[src/rtl/package_sorter_pkg.sv]
// Shared constants for the package sorter: group codes, weight boundaries, counter step.
// Latency: none (declarations and a pure function only).
// Backpressure: none. Macro PACKAGE_SORTER_SATURATE_EN selects saturating counters.
package package_sorter_pkg;

  // Field widths
  localparam int WEIGHT_W = 12;
  localparam int GRP_W    = 3;
  localparam int CNT_W    = 8;
  localparam int NUM_GRPS = 6;

  // Group codes; 0 means nothing is on the scale
  localparam logic [GRP_W-1:0] GRP_NONE = 3'd0;
  localparam logic [GRP_W-1:0] GRP_1    = 3'd1;
  localparam logic [GRP_W-1:0] GRP_2    = 3'd2;
  localparam logic [GRP_W-1:0] GRP_3    = 3'd3;
  localparam logic [GRP_W-1:0] GRP_4    = 3'd4;
  localparam logic [GRP_W-1:0] GRP_5    = 3'd5;
  localparam logic [GRP_W-1:0] GRP_6    = 3'd6;

  // Inclusive upper bounds of groups 1..5; anything above BOUND_5 is group 6
  localparam logic [WEIGHT_W-1:0] BOUND_1 = 12'd250;
  localparam logic [WEIGHT_W-1:0] BOUND_2 = 12'd500;
  localparam logic [WEIGHT_W-1:0] BOUND_3 = 12'd750;
  localparam logic [WEIGHT_W-1:0] BOUND_4 = 12'd1500;
  localparam logic [WEIGHT_W-1:0] BOUND_5 = 12'd2000;

  localparam logic [CNT_W-1:0] CNT_MAX = 8'hFF;

  // Next value of a package counter on an increment: saturate or wrap
  function automatic logic [CNT_W-1:0] cnt_next(input logic [CNT_W-1:0] cnt);
`ifdef PACKAGE_SORTER_SATURATE_EN
    return (cnt == CNT_MAX) ? cnt : cnt + 8'd1;
`else
    return cnt + 8'd1;
`endif
  endfunction

endpackage

[src/rtl/weight_classifier.sv]
// Maps a 12-bit package weight onto its group code (0 = empty scale, 1..6).
// Latency: purely combinational.
// Backpressure: none.
module weight_classifier
  import package_sorter_pkg::*;
(
  input  logic [WEIGHT_W-1:0] weight,
  output logic [GRP_W-1:0]    grp
);

  // Range compare against the shared inclusive boundaries
  always_comb begin
    grp = GRP_NONE;
    if (weight == '0) begin
      grp = GRP_NONE;
    end else if (weight <= BOUND_1) begin
      grp = GRP_1;
    end else if (weight <= BOUND_2) begin
      grp = GRP_2;
    end else if (weight <= BOUND_3) begin
      grp = GRP_3;
    end else if (weight <= BOUND_4) begin
      grp = GRP_4;
    end else if (weight <= BOUND_5) begin
      grp = GRP_5;
    end else begin
      grp = GRP_6;
    end
  end

endmodule

[src/rtl/package_sorter.sv]
// Classifies packages by weight and counts distinct packages per group.
// Latency: currentGrp and counters update one clock after weight is sampled.
// Backpressure: none; free-running. Macro PACKAGE_SORTER_SATURATE_EN makes counters saturate at 255.
module package_sorter
  import package_sorter_pkg::*;
(
  input  logic                clk,
  input  logic                reset,
  input  logic [WEIGHT_W-1:0] weight,
  output logic [GRP_W-1:0]    currentGrp,
  output logic [CNT_W-1:0]    Grp1,
  output logic [CNT_W-1:0]    Grp2,
  output logic [CNT_W-1:0]    Grp3,
  output logic [CNT_W-1:0]    Grp4,
  output logic [CNT_W-1:0]    Grp5,
  output logic [CNT_W-1:0]    Grp6
);

  logic [GRP_W-1:0] grp;
  logic [GRP_W-1:0] cur_grp;
  logic             prev_zero;
  logic             new_pkg;
  logic [CNT_W-1:0] cnt     [NUM_GRPS];
  logic [CNT_W-1:0] cnt_nxt [NUM_GRPS];

  weight_classifier u_classifier (
    .weight (weight),
    .grp    (grp)
  );

  // A package arrives when the scale goes from empty to loaded
  assign new_pkg = (weight != '0) && prev_zero;

  // Only the counter of the arriving package's group advances
  always_comb begin
    for (int i = 0; i < NUM_GRPS; i++) begin
      cnt_nxt[i] = cnt[i];
      if (new_pkg && (grp == GRP_W'(i + 1))) begin
        cnt_nxt[i] = cnt_next(cnt[i]);
      end
    end
  end

  // State registers; reset wins over any increment in the same cycle
  always_ff @(posedge clk) begin
    if (!reset) begin
      cur_grp   <= GRP_NONE;
      prev_zero <= 1'b1;
      for (int i = 0; i < NUM_GRPS; i++) begin
        cnt[i] <= '0;
      end
    end else begin
      cur_grp   <= grp;
      prev_zero <= (weight == '0);
      for (int i = 0; i < NUM_GRPS; i++) begin
        cnt[i] <= cnt_nxt[i];
      end
    end
  end

  assign currentGrp = cur_grp;
  assign Grp1       = cnt[0];
  assign Grp2       = cnt[1];
  assign Grp3       = cnt[2];
  assign Grp4       = cnt[3];
  assign Grp5       = cnt[4];
  assign Grp6       = cnt[5];

endmodule

[config.mk]
export PLATFORM = sky130hd
export DESIGN_NAME = package_sorter
export DESIGN_NICKNAME = d
export VERILOG_FILES = /design/src/rtl/package_sorter_pkg.sv /design/src/rtl/weight_classifier.sv /design/src/rtl/package_sorter.sv
export SDC_FILE = /design/constraint.sdc
export NUM_CORES = 1
export LEC_CHECK = 0
export BUFFER_PORTS_ARGS = -buffer_cell sky130_fd_sc_hd__buf_2
export CORE_MARGIN = 2
export CORE_UTILIZATION = 25
export DETAILED_ROUTE_END_ITERATION = 12
export SLEW_MARGIN = 20
export SYNTH_ARGS = -nofsm -noshare
export SYNTH_HDL_FRONTEND = slang
export SYNTH_HIERARCHICAL = 1
export SYNTH_SLANG_ARGS = --single-unit
export TNS_END_PERCENT = 1
[constraint.sdc]
create_clock -name clk -period 3.8 [get_ports clk]
set_input_delay 0.19 -clock clk [delete_from_list [all_inputs] [get_ports clk]]
set_output_delay 0.19 -clock clk [all_outputs]
set_load 0.05 [all_outputs]
==> results.ini <==
[run_status]
status=complete, no violations

[power_and_ir_drop]
leakagePower_nw=1.26
powerDensity_nw_per_um2=302
ir_drop_mv=0.138

[clock_tree]
cts.path.max_buffers=2
cts_hold_buf=0
cts_made_buffers=5
cts_tree=built
clock_latency_ns=0.31
clkTransAtPathRegs_ns=0.10
h-tree-depth=2
clock-sinks=52
post_cts_buffers=0
ctsResizeCount=0
cts_root_buffer=clkbuf_8

[sta]
setup_violations=0
rsz0062_at_grt=no
hold_viol_final=0
setup_ws_ns=1.22
fmax_ghz=0.388
period_minus_slack_ns=2.58
finalHoldWorstSlack_ns=0.364
tightest_slew_ns=0.947
drv_slew=0
maxSlewHeadroom_pct=36.4
finClkSkew_ns=0.0122
post-route-period-util_pct=67.9
fin_setup_tns_ns=0

[synth]
ys_seq_elements=52
synthDistinctLibCells=52
yosys.area.top_type=dfxtp_1
synth-async-reset-ratio_pct=0
syn_inst=317
synth.most_common_cell=dfxtp_1
synth_edf_count=0
synth_common_cells=52 x dfxtp_1, 31 x nand2_1, 28 x a21oi_1
synth_top_area_share_pct=37.7
synth_area_per_cell_um2=8.70
ys.flop_type=dfxtp_1
synth.area.top_cells=dfxtp_1 38%, mux2i_1 5.4%, a21oi_1 5.1%, nand2_1 4.2%, or4_1 4.1%
synthesis.nets=337
synth_area_um2=2760
yosys_warnings=6
yosysSeqAreaShare_pct=37.7

[critical_path]
startpoint_type=primary input
required_ns=4.03
arrival_ns=2.81
cp-end-kind=register
crit_fanout=12
critPathKind=primary input to register

[route]
drc=0
first_iter_violations=97
avgRoutedWirePerCell_um=14.3
routed_wl_mm=7.42
viasPerCell=5.30
ant_nets=0
vias=2743
drtPass1Iterations=4

[layout]
stdcell_count=518
drive_above_1_share_pct=22.5
area_growth_pct=19.2
final_nets=397
fill_cells=1138
antenna_cells=0
design_area_um2=3290

[grt]
antenna_found_initial=0
grt_pass1_wl_mm=11.9
grt_overflow=0
grt_max_degree=46
grt_use_total_pct=12.5
grt_pass1_vias=2418

[floorplan]
die_y_um=109
io_pins=65
rows=38
core-area_um2=10800
initial_core_util_pct=25.6
die_w_um=109
dieArea_um2=11900

[placement]
pre_cts_ws_ns=0.929
place_area_um2=3200
dp_hpwl_mm=5.43
place.gp.congestion=0.904
place_inst=510
port_buffers=64

[run]
cap_violations=0

[worst_hold_path]
worstHoldPathType=primary input to register

## kinds of logic (layout without fill, tap and decap cells)
group	count (synthesis)	count (layout)	share of synthesized area (%)
buffers and inverters	19	80	3.45
flip-flops	52	52	37.7
AO/OA/AOI/OAI	80	80	19.2
XOR/XNOR	2	2	0.635
multiplexers	15	15	5.44
AND/OR/NAND/NOR	143	143	30.8
adder cells (fa/ha/maj)	6	6	2.72
## cell type report
cell class / count / area, µm² / area share (%)
inverters: 5 / 18.8 / 0.571
clock buffers: 6 / 72.6 / 2.21
repair buffers: 67 / 343 / 10.4
clock inverters: 2 / 16.3 / 0.495
well taps: 140 / 175 / 5.33
flip-flops and latches: 52 / 1040 / 31.7
multi-input cells: 246 / 1620 / 49.3
## through the flow
step	utilization (%)	power (mW)
floorplan	-	0.646
global placement	29.6	0.679
detailed placement	29.6	0.682
CTS	30.5	1.01
global route	30.5	1.04
finish	30.5	0.994
## per-layer routing
metal,global-route usage [%],routed length [µm],up-vias
li1,-,-,1351
met1,16.2,3400,1304
met2,20.5,3510,75
met3,2.87,409,13
met4,4.30,104,0
met5,0,0,-
## state kept, by name, indices dropped and copies added (netlist names)
signal      cells
currentGrp      3
cnt            48
prev_zero       1
## cells in the final DEF (no fill, tap or decap), drive strengths merged, types with 3 or more instances in the layout
cell type	count
buf	67
dfxtp	52
nand2	31
a21oi	28
nand3	20
or4	17
mux2i	15
o21ai	15
o31ai	15
or3	12
nand2b	12
nand4	12
nor4	7
ha	6
clkbuf	6
and2	5
nor2	5
inv	4
nor3	4
o21a	4
nor3b	4
and4	3
o211ai	3
## final timing paths
path,start,endpoint,slack [ns],cells past startpoint
hold reg to reg,cnt[0][39],cnt[0][39],0.48,2
setup / recovery,weight[1],cnt[0][7],1.22,8
setup reg to reg,prev_zero,cnt[0][30],1.94,4
hold / removal,reset,prev_zero,0.36,2
## power breakdown
group	internal (mW)	total (mW)	leakage (nW)	switching (mW)
Clock	0.132	0.324	0.0414	0.193
Combinational	0.0327	0.111	0.794	0.0779
Sequential	0.551	0.559	0.420	0.00791
Total	0.715	0.994	1.26	0.279
## critical path, cell delays in order
cell and delay (ns):
buf_2 0.16, a41oi_1 0.13, o21ai_1 0.60, a32oi_1 0.41, nor3b_2 0.48, nand3_1 0.20, or4_1 0.49, a21oi_1 0.14
(Power assumes the default switching activity.)
